File: src/rtl/cluster_frame_packer_if.sv
// Framed word stream from cluster_frame_packer toward the link serializer.
// master drives data/valid, slave returns ready.
interface cluster_frame_packer_if;
    logic [31:0] dout;
    logic        dout_valid;
    logic        dout_ready;

    modport master (
        output dout,
        output dout_valid,
        input  dout_ready
    );

    modport slave (
        input  dout,
        input  dout_valid,
        output dout_ready
    );
endinterface

File: src/rtl/cluster_frame_packer.sv
// Packs the eight per-BX clusters into sof/eof framed words through a FWFT FIFO.
// Optional: define CLUSTER_PACKER_OVF_CNT_EN for the saturating drop counter.
module cluster_frame_packer #(
    parameter int FIFO_DEPTH = 64
) (
    input  logic                        clock4x,
    input  logic                        global_reset,
    input  logic                        clusters_valid,
    input  logic                        bc0,
    input  logic [87:0]                 adr_in,
    input  logic [23:0]                 cnt_in,
    cluster_frame_packer_if.master      link,
    output logic [$clog2(FIFO_DEPTH):0] fifo_words,
    output logic                        overflow,
    output logic [15:0]                 overflow_cnt
);
    localparam int AW = $clog2(FIFO_DEPTH);
    localparam int CW = AW + 1;
    localparam int FW = CW + 1;
    localparam logic [11:0] BX_LAST   = 12'd3563;
    localparam logic [10:0] ADR_LIMIT = 11'd1536;
    localparam logic [10:0] ADR_EMPTY = 11'h7FF;

    function automatic logic [3:0] popcnt8(input logic [7:0] m);
        logic [3:0] c;
        c = 4'd0;
        for (int i = 0; i < 8; i++) begin
            c = c + {3'd0, m[i]};
        end
        return c;
    endfunction

    function automatic logic [2:0] lowest8(input logic [7:0] m);
        logic [2:0] k;
        k = 3'd0;
        for (int i = 7; i >= 0; i--) begin
            if (m[i]) begin
                k = 3'(i);
            end
        end
        return k;
    endfunction

    logic [10:0] adr_q [8];
    logic [2:0]  cnt_q [8];
    logic [7:0]  pend_q;
    logic        empty_q;
    logic        first_q;
    logic [3:0]  n_q;
    logic [11:0] bx_q;
    logic [11:0] bx_next;

    logic [31:0] mem [FIFO_DEPTH];
    logic [AW:0] wr_ptr;
    logic [AW:0] rd_ptr;

    logic [7:0]  slot_ok;
    logic [3:0]  n_new;
    logic [3:0]  pend_cnt;
    logic        multi;
    logic [2:0]  idx;
    logic [7:0]  pend_rest;
    logic        wr_slot;
    logic        wr_en;
    logic        wr_ok;
    logic        rd_en;
    logic        full;
    logic [31:0] wr_data;
    logic [FW-1:0] free_w;
    logic [FW-1:0] need_w;
    logic        drop;
    logic        accept;
    logic [11:0] tag;
    logic [11:0] tag_next;

    always_comb begin
        slot_ok = '0;
        for (int i = 0; i < 8; i++) begin
            slot_ok[i] = adr_in[11*i +: 11] < ADR_LIMIT;
        end
    end

    assign n_new     = popcnt8(slot_ok);
    assign pend_cnt  = popcnt8(pend_q);
    assign multi     = pend_cnt > 4'd1;
    assign idx       = lowest8(pend_q);
    assign pend_rest = pend_q & ~(8'd1 << idx);

    // A strobe landing on a multi-word remainder abandons it unwritten.
    assign wr_slot = (pend_q != 8'd0) && !(clusters_valid && multi);
    assign wr_en   = wr_slot || empty_q;

    always_comb begin
        if (empty_q) begin
            wr_data = {2'b11, 4'd0, bx_q, 3'd0, ADR_EMPTY};
        end else begin
            wr_data = {first_q, pend_rest == 8'd0, n_q, bx_q,
                       cnt_q[idx], adr_q[idx]};
        end
    end

    assign rd_en = link.dout_valid && link.dout_ready;
    assign full  = fifo_words == CW'(FIFO_DEPTH);
    assign wr_ok = wr_en && (!full || rd_en);

    // Space still reserved for the running frame counts against the new one.
    assign free_w = FW'(FIFO_DEPTH) - {1'b0, fifo_words} - FW'(pend_cnt);
    assign need_w = (n_new == 4'd0) ? FW'(1) : FW'(n_new);
    assign drop   = clusters_valid && (free_w < need_w);
    assign accept = clusters_valid && !drop;

    assign tag      = bc0 ? 12'd0 : bx_next;
    assign tag_next = (tag == BX_LAST) ? 12'd0 : tag + 12'd1;

    assign link.dout_valid = fifo_words != '0;
    assign link.dout = link.dout_valid ? mem[rd_ptr[AW-1:0]] : 32'd0;

    always_ff @(posedge clock4x) begin
        if (global_reset) begin
            pend_q     <= 8'd0;
            empty_q    <= 1'b0;
            first_q    <= 1'b0;
            n_q        <= 4'd0;
            bx_q       <= 12'd0;
            bx_next    <= 12'd0;
            wr_ptr     <= '0;
            rd_ptr     <= '0;
            fifo_words <= '0;
            overflow   <= 1'b0;
        end else begin
            if (wr_ok) begin
                wr_ptr <= wr_ptr + 1'b1;
            end
            if (rd_en) begin
                rd_ptr <= rd_ptr + 1'b1;
            end
            case ({wr_ok, rd_en})
                2'b10:   fifo_words <= fifo_words + 1'b1;
                2'b01:   fifo_words <= fifo_words - 1'b1;
                default: fifo_words <= fifo_words;
            endcase

            empty_q <= 1'b0;
            if (wr_slot) begin
                pend_q  <= pend_rest;
                first_q <= 1'b0;
            end

            if (clusters_valid) begin
                bx_next <= tag_next;
                if (drop || multi) begin
                    overflow <= 1'b1;
                end
                if (accept) begin
                    pend_q  <= slot_ok;
                    empty_q <= n_new == 4'd0;
                    first_q <= 1'b1;
                    n_q     <= n_new;
                    bx_q    <= tag;
                end else begin
                    pend_q  <= 8'd0;
                end
            end else if (bc0) begin
                bx_next <= 12'd0;
            end
        end
    end

    // Storage needs no reset: the pointers define what is live.
    always_ff @(posedge clock4x) begin
        if (!global_reset && wr_ok) begin
            mem[wr_ptr[AW-1:0]] <= wr_data;
        end
        if (!global_reset && accept) begin
            for (int i = 0; i < 8; i++) begin
                adr_q[i] <= adr_in[11*i +: 11];
                cnt_q[i] <= cnt_in[3*i +: 3];
            end
        end
    end

`ifdef CLUSTER_PACKER_OVF_CNT_EN
    logic [1:0]  ovf_events;
    logic [16:0] ovf_sum;

    // A truncated old frame and a dropped new one can coincide.
    assign ovf_events = {1'b0, drop} + {1'b0, clusters_valid && multi};
    assign ovf_sum    = {1'b0, overflow_cnt} + {15'd0, ovf_events};

    always_ff @(posedge clock4x) begin
        if (global_reset) begin
            overflow_cnt <= 16'd0;
        end else if (ovf_sum[16]) begin
            overflow_cnt <= 16'hFFFF;
        end else begin
            overflow_cnt <= ovf_sum[15:0];
        end
    end
`else
    assign overflow_cnt = 16'd0;
`endif

endmodule

File: src/flat_wrapper.sv
// flat-port wrapper written by rule: the top's interface ports become plain ports
module cluster_frame_packer_flat 
#(
    parameter int FIFO_DEPTH = 64
)
  (clock4x, global_reset, clusters_valid, bc0, adr_in, cnt_in, fifo_words, overflow, overflow_cnt, link_dout, link_dout_valid, link_dout_ready);
  cluster_frame_packer_if link_i ();
  input  logic clock4x;
  input  logic global_reset;
  input  logic clusters_valid;
  input  logic bc0;
  input  logic [87:0] adr_in;
  input  logic [23:0] cnt_in;
  output logic [$clog2(FIFO_DEPTH):0] fifo_words;
  output logic overflow;
  output logic [15:0] overflow_cnt;
  output wire logic [$bits(link_i.dout)-1:0] link_dout;
  output wire logic [$bits(link_i.dout_valid)-1:0] link_dout_valid;
  input wire logic [$bits(link_i.dout_ready)-1:0] link_dout_ready;
  assign link_dout = link_i.dout;
  assign link_dout_valid = link_i.dout_valid;
  assign link_i.dout_ready = link_dout_ready;
  cluster_frame_packer #(.FIFO_DEPTH(FIFO_DEPTH)) u_core (.clock4x(clock4x), .global_reset(global_reset), .clusters_valid(clusters_valid), .bc0(bc0), .adr_in(adr_in), .cnt_in(cnt_in), .link(link_i), .fifo_words(fifo_words), .overflow(overflow), .overflow_cnt(overflow_cnt));
endmodule
File: config.mk
export PLATFORM = sky130hd
export DESIGN_NAME = cluster_frame_packer_flat
export DESIGN_NICKNAME = d
export VERILOG_FILES = /design/src/rtl/cluster_frame_packer_if.sv /design/src/rtl/cluster_frame_packer.sv /design/src/flat_wrapper.sv
export SDC_FILE = /design/constraint.sdc
export NUM_CORES = 2
export LEC_CHECK = 0
export ABC_CLOCK_PERIOD_IN_PS = 13700
export BUFFER_PORTS_ARGS = -buffer_cell sky130_fd_sc_hd__buf_2
export CORE_MARGIN = 5
export CORE_UTILIZATION = 50
export DETAILED_ROUTE_END_ITERATION = 7
export PLACE_DENSITY = 0.66
export SYNTH_ARGS = -nofsm -noshare
export SYNTH_HDL_FRONTEND = slang
export SYNTH_SLANG_ARGS = --single-unit
export TNS_END_PERCENT = 30
File: constraint.sdc
create_clock -name clock4x -period 13.7 [get_ports clock4x]
set_input_delay 0 -clock clock4x [delete_from_list [all_inputs] [get_ports clock4x]]
set_output_delay 0 -clock clock4x [all_outputs]
set_load 0.05 [all_outputs]
Yosys cells after proc, flatten, opt, wreduce, memory -nomap -nowiden. Memories as Yosys holds them, arrays and structs flattened. A register that Yosys moved wholly into a read port is not among the register bits. Index checks and enable logic that the tools add are counted.

Register bits after elaboration: 60. Bits in latches: 0. RAM bits: 2160. Bits in read-only memories: 0. Bits of input ports: 117. Memories kept: 3.

Add/sub/neg operators: 21. Multiply operators: 0. Divide/modulo/power cells: 0. Magnitude comparators: 10. Eq/ne operators: 4. Shift operators: 1. Mux-type cells: 27. Bitwise logic cells: 4. Reduce and logical (&&, ||, !) cells: 24.

Memory list: u_core.mem (depth 64, bits a word 32, rd ports 1, clocked after memory_dff 1, write ports 1, RTL line cluster_frame_packer.sv:53) `logic [31:0] mem [FIFO_DEPTH];`; u_core.adr_q (depth 8, bits a word 11, rd ports 1, clocked after memory_dff 0, write ports 8, RTL line cluster_frame_packer.sv:44) `logic [10:0] adr_q [8];`; u_core.cnt_q (depth 8, bits a word 3, rd ports 1, clocked after memory_dff 0, write ports 8, RTL line cluster_frame_packer.sv:45) `logic [2:0] cnt_q [8];`.

Operator list (count): 11-bit < comparator (second input constant) (8); 32-bit two-way mux (2); 4-bit by 1-bit adder with 4-bit output (12); 12-bit two-way mux (3); 3-bit two-way mux (8); 8-bit two-way mux (3); 7-bit by 1-bit adder with 7-bit output (second input constant) (3); 7-bit one-hot mux with 2 select lines (1); 12-bit by 1-bit adder with 12-bit output (second input constant) (1); 12-bit == test (second input constant) (1); 6-bit two-way mux (2); 8-bit bitwise AND (1); 1-bit logical AND (8); 8-bit zero test (1); 8-bit < comparator (1); 8-bit inverter (1); 8-bit nonzero test (1); 1-bit by 3-bit << shifter with 8-bit output (first input constant) (1); 7-bit by 7-bit subtractor with 8-bit output (first input constant) (1); 8-bit by 4-bit subtractor with 8-bit output (1); 7-bit == test (second input constant) (1); 1-bit two-way mux (7); 7-bit nonzero test (1); 7-bit by 1-bit subtractor with 7-bit output (second input constant) (1); other kinds (12) (21).

Logic depth before layout (Yosys ltp).
Depth after elaboration: 17. Depth in mapped cells: 25.

Worst setup path before layout. No wires, ideal clock.

Kind: reg-to-reg. From: register u_core.pend_q[0]. To: register u_core.empty_q. Setup time: 82 ps. Arrival: 10007 ps. Data required time: 13618 ps. Setup slack: 3610 ps. Stages on the path, launching flop included: 24. Buffers on the path: 2. Period minus slack after synthesis: 10090 ps. Path through: dfxtp_1 -> inv_1 -> clkbuf_1 -> buf_1 -> ha_1 -> inv_1 -> fa_1 -> fa_1 -> inv_1 -> fa_1 -> inv_1 -> fa_1 -> inv_1 -> ha_1 -> inv_1 -> ha_1 -> fa_1 -> xor2_1 -> ha_1 -> nand4_1 -> a21oi_1 -> o41ai_2 -> nor2_1 -> and4_1.

Cells in the longest elaborated chain, start to end: 14.

Ends and longest elaborated chain: from (decl) (RTL line cluster_frame_packer.sv:46) `logic [7:0] pend_q;`; from (signal assigned) (RTL line cluster_frame_packer.sv:145) `pend_q <= pend_rest;`; from (signal assigned) (RTL line cluster_frame_packer.sv:155) `pend_q <= slot_ok;`; 1-bit by 1-bit adder with 2-bit output (RTL line cluster_frame_packer.sv:28) `c = c + {3'd0, m[i]};`; 4-bit by 1-bit adder with 4-bit output (6 in a row) (RTL line cluster_frame_packer.sv:28); 8-bit by 4-bit subtractor with 8-bit output (RTL line cluster_frame_packer.sv:107) `assign free_w = FW'(FIFO_DEPTH) - {1'b0, fifo_words} - FW'(pend_cnt);`; 8-bit < comparator (RTL line cluster_frame_packer.sv:109) `assign drop = clusters_valid && (free_w < need_w);`; 1-bit logical AND (RTL line cluster_frame_packer.sv:109); 1-bit zero test (RTL line cluster_frame_packer.sv:110) `assign accept = clusters_valid && !drop;`; 1-bit logical AND (RTL line cluster_frame_packer.sv:110); 1-bit inverter (no source line); 3-bit OR reduction (no source line); to (signal assigned) (RTL line cluster_frame_packer.sv:121) `empty_q <= 1'b0;`; to (signal assigned) (RTL line cluster_frame_packer.sv:143) `empty_q <= 1'b0;`; to (signal assigned) (RTL line cluster_frame_packer.sv:156) `empty_q <= n_new == 4'd0;`; to (decl) (RTL line cluster_frame_packer.sv:47) `logic empty_q;`.

No other way between the ends. A chain may end at the register's enable or synchronous reset.

==> results.py <==
metrics = {
    "run_status": {
        "status": "completed",
    },
    "synth": {
        "synth_flop_cell": "edfxtp_1",
        "synth_area_um2": 86700,
        "synth_seq_cells": 2224,
        "yosysMostFrequentCell": "edfxtp_1",
        "synth_area_leaders": "edfxtp_1 (75%), mux4_2 (14%), dfxtp_1 (1.5%)",
        "syn_area_per_cell_um2": 21.3,
        "synth_common_cells": "edfxtp_1 (2,160), mux4_2 (553), nor2_1 (134)",
        "yosysTopAreaCell": "edfxtp_1",
        "yosysUniqueCellTypes": 71,
        "synth_warnings": 0,
        "synthArstFlopShare_pct": 0,
        "synth_cells": 4068,
        "synth-edff-count": 2160,
        "yosysTopAreaCellShare_pct": 74.8,
        "ys_seq_area_share_pct": 76.3,
    },
    "timing": {
        "setup_slack_ns": 6.47,
        "finalSetupTns_ns": 0,
        "fin_crit_ns": 7.23,
        "rsz0062_at_grt": "false",
        "setup_viol_count_final": 0,
        "hold_viol_final": 0,
        "tightest_slew_ns": 1.42,
        "relSlewSlack_pct": 4.19,
        "drv_slew": 0,
        "fmaxAchievable_mhz": 138,
        "hold-worst-slack_ns": 0.0725,
        "fin_crit_sh_pct": 52.8,
        "skew_ns": 0.0537,
    },
    "setup_path": {
        "cp_slowest_stage_delay_ns": 0.89,
        "start_kind": "flop",
        "worst_path_max_delay_cell": "nor2_4",
        "cp-end-kind": "flop",
        "critPathTopFamily": "adder cells",
        "crit_type": "reg -> reg",
        "cp.buffers_inverters": 9,
        "crit_fanout": 74,
        "required_ns": 14.19,
        "arrival_ns": 7.71,
        "critPathMostFrequentCell": "inv_1",
        "crit_chain": "buf_4, inv_1, ha_1, inv_1, fa_1, fa_1, inv_1, fa_1, inv_1, fa_1, inv_1, ha_1, inv_1, ha_1, fa_1, xor2_1, ha_1, nand4_1, a21oi_1, o41ai_4, buf_4, nor2_4, buf_4",
    },
    "place": {
        "port_buffers": 157,
        "preCtsSetupSlack_ns": 6.57,
        "dp_hpwl_mm": 128,
        "placed_area_um2": 91000,
        "place_congestion": 0.857,
    },
    "floorplan": {
        "coreArea_um2": 172000,
        "dieArea_um2": 182000,
        "ios": 174,
        "row_count": 152,
        "die_h_um": 426,
        "initial_core_util_pct": 50.4,
        "die_x_um": 426,
    },
    "grt": {
        "grt.total_usage_pct": 25.3,
        "grt_overflow": 0,
        "grt_start_max_net_pins": 116,
        "antenna_found_initial": 8,
        "grt_first_pass_wirelength_mm": 327,
        "grt_pass1_vias": 44387,
    },
    "layout": {
        "num-fill-cells": 12230,
        "fin_util_pct": 58.4,
        "layout.nets": 4744,
        "design_area_um2": 100000,
        "drive_gt1_share_pct": 27.3,
        "area_growth_pct": 15.9,
    },
    "power_and_ir_drop": {
        "power_leakage_nw": 31.4,
        "vdd_ir_drop_max_mv": 0.260,
        "power.density_nw_per_um2": 190,
    },
    "cts": {
        "cts_buffers": 221,
        "cts_buffer_depth": 3,
        "clk_pin_slew_ns": 0.06,
        "cts.sinks": 2224,
        "cts_tree": "built",
        "post_cts_resized": 0,
        "cts_root_buffer": "clkbuf_16",
        "clk_latency_ns": 0.87,
        "h-tree-depth": 4,
    },
    "detailed_routing": {
        "ant_nets": 0,
        "viasPerCell": 6.27,
        "firstDrtPassIters": 6,
        "drc": 0,
        "routedWlPerCell_um": 32.3,
        "via_count": 44467,
        "drtIter0Drc": 5915,
        "wl_mm": 229,
    },
    "flow_run": {
        "cap_violations": 0,
    },
    "worst_hold_path": {
        "hold_class": "in -> reg",
    },
}
==> final cells by class <==
cell class	instances	area, µm²	area share [%]
inverter	40	150	0.150
clock buffer	278	5780	5.76
timing repair buffer	520	4190	4.17
antenna	2	5.00	0.00498
sequential	2224	66200	65.9
multi-input combinational	1581	19900	19.8
tap	2310	2890	2.88
clock inverter	134	1290	1.29
==> kinds of logic after synthesis <==
| group | count (synthesis) | share of synthesized area (%) |
|---|---|---|
| AOI/OAI and AO/OA | 381 | 2.93 |
| xor gates and xnor gates | 21 | 0.212 |
| adders and majority gates | 40 | 0.661 |
| buffers and inverters | 278 | 1.61 |
| DFF | 2224 | 76.3 |
| muxes | 657 | 15.6 |
| other | 1 | 0.00433 |
| and+or+nand+nor | 466 | 2.65 |
==> placed cells by master (no fill, tap or decap), drive strengths merged, types with 29 or more instances in the layout <==
master and n:
edfxtp 2160, mux4 553, buf 292, clkbuf 278, dlygate4sd3 228, nor2 134, nand2 106, clkinv 99
a21oi 97, mux2i 86, o22ai 72, dfxtp 64, inv 49, nor2b 48, nand3 47, a211oi 47
o21ai 41, a22oi 33, nor3 30, ha 29
==> metal layers <==
layer | vias up | GRT usage [%] | routed length [µm]
met3 | 361 | 4.65 | 19400
met2 | 2402 | 40.4 | 111000
li1 | 18037 | - | -
met4 | 0 | 8.15 | 8060
met1 | 23667 | 35.8 | 90400
met5 | - | 0 | 0
==> worst reg2reg max path: cells and delay by family (launching register included) <==
family | cells | cell delay (ns)
AOI/OAI and AO/OA | 2 | 0.33
and+or+nand+nor | 2 | 0.99
buffers and inverters | 9 | 1.79
xor gates and xnor gates | 1 | 0.17
adders and majority gates | 9 | 3.19
DFF | 1 | 0.31
==> registers in the layout (all words and copies together) (netlist names), named ones only <==
register and cells:
u_core.mem 2048, u_core.adr_q 88, u_core.cnt_q 24, u_core.bx_next 12, u_core.bx_q 12, u_core.pend_q 8, u_core.fifo_words 7, u_core.rd_ptr 6
u_core.wr_ptr 6, u_core.n_q 4, u_core.empty_q 1, u_core.first_q 1, u_core.overflow 1
==> power breakdown <==
group	leakage, nW	internal [mW]	switching, mW	total (mW)
logic	7.51	1.54	3.20	4.74
clock network	3.43	3.32	2.59	5.91
registers	20.4	8.29	0.114	8.40
==> metrics by stage <==
stage / power, mW / cells
floorplan: 11.5 / 4083
global placement: 13.2 / 6446
detailed placement: 13.2 / 6446
CTS: 19.1 / 7086
global route: 19.7 / 7088
finish: 19.0 / 7089
==> worst paths after layout <==
check	from	to	slack, ns	cells after the start
worst max-delay path	u_core.pend_q[0]	u_core.cnt_q[6][0]	6.47	23
worst min-delay path	global_reset	u_core.wr_ptr[0]	0.07	3
worst max register to register	u_core.pend_q[0]	u_core.cnt_q[6][0]	6.47	23
worst min register to register	u_core.first_q	u_core.first_q	0.46	2
==> repair_timing <==
item | 4_1_cts | 5_1_grt
hold endpoints to repair | 176 | 0
buffers inserted | 0 | 0
hold buffers | 228 | 0
Note: power is estimated with default switching activity, not from simulation.
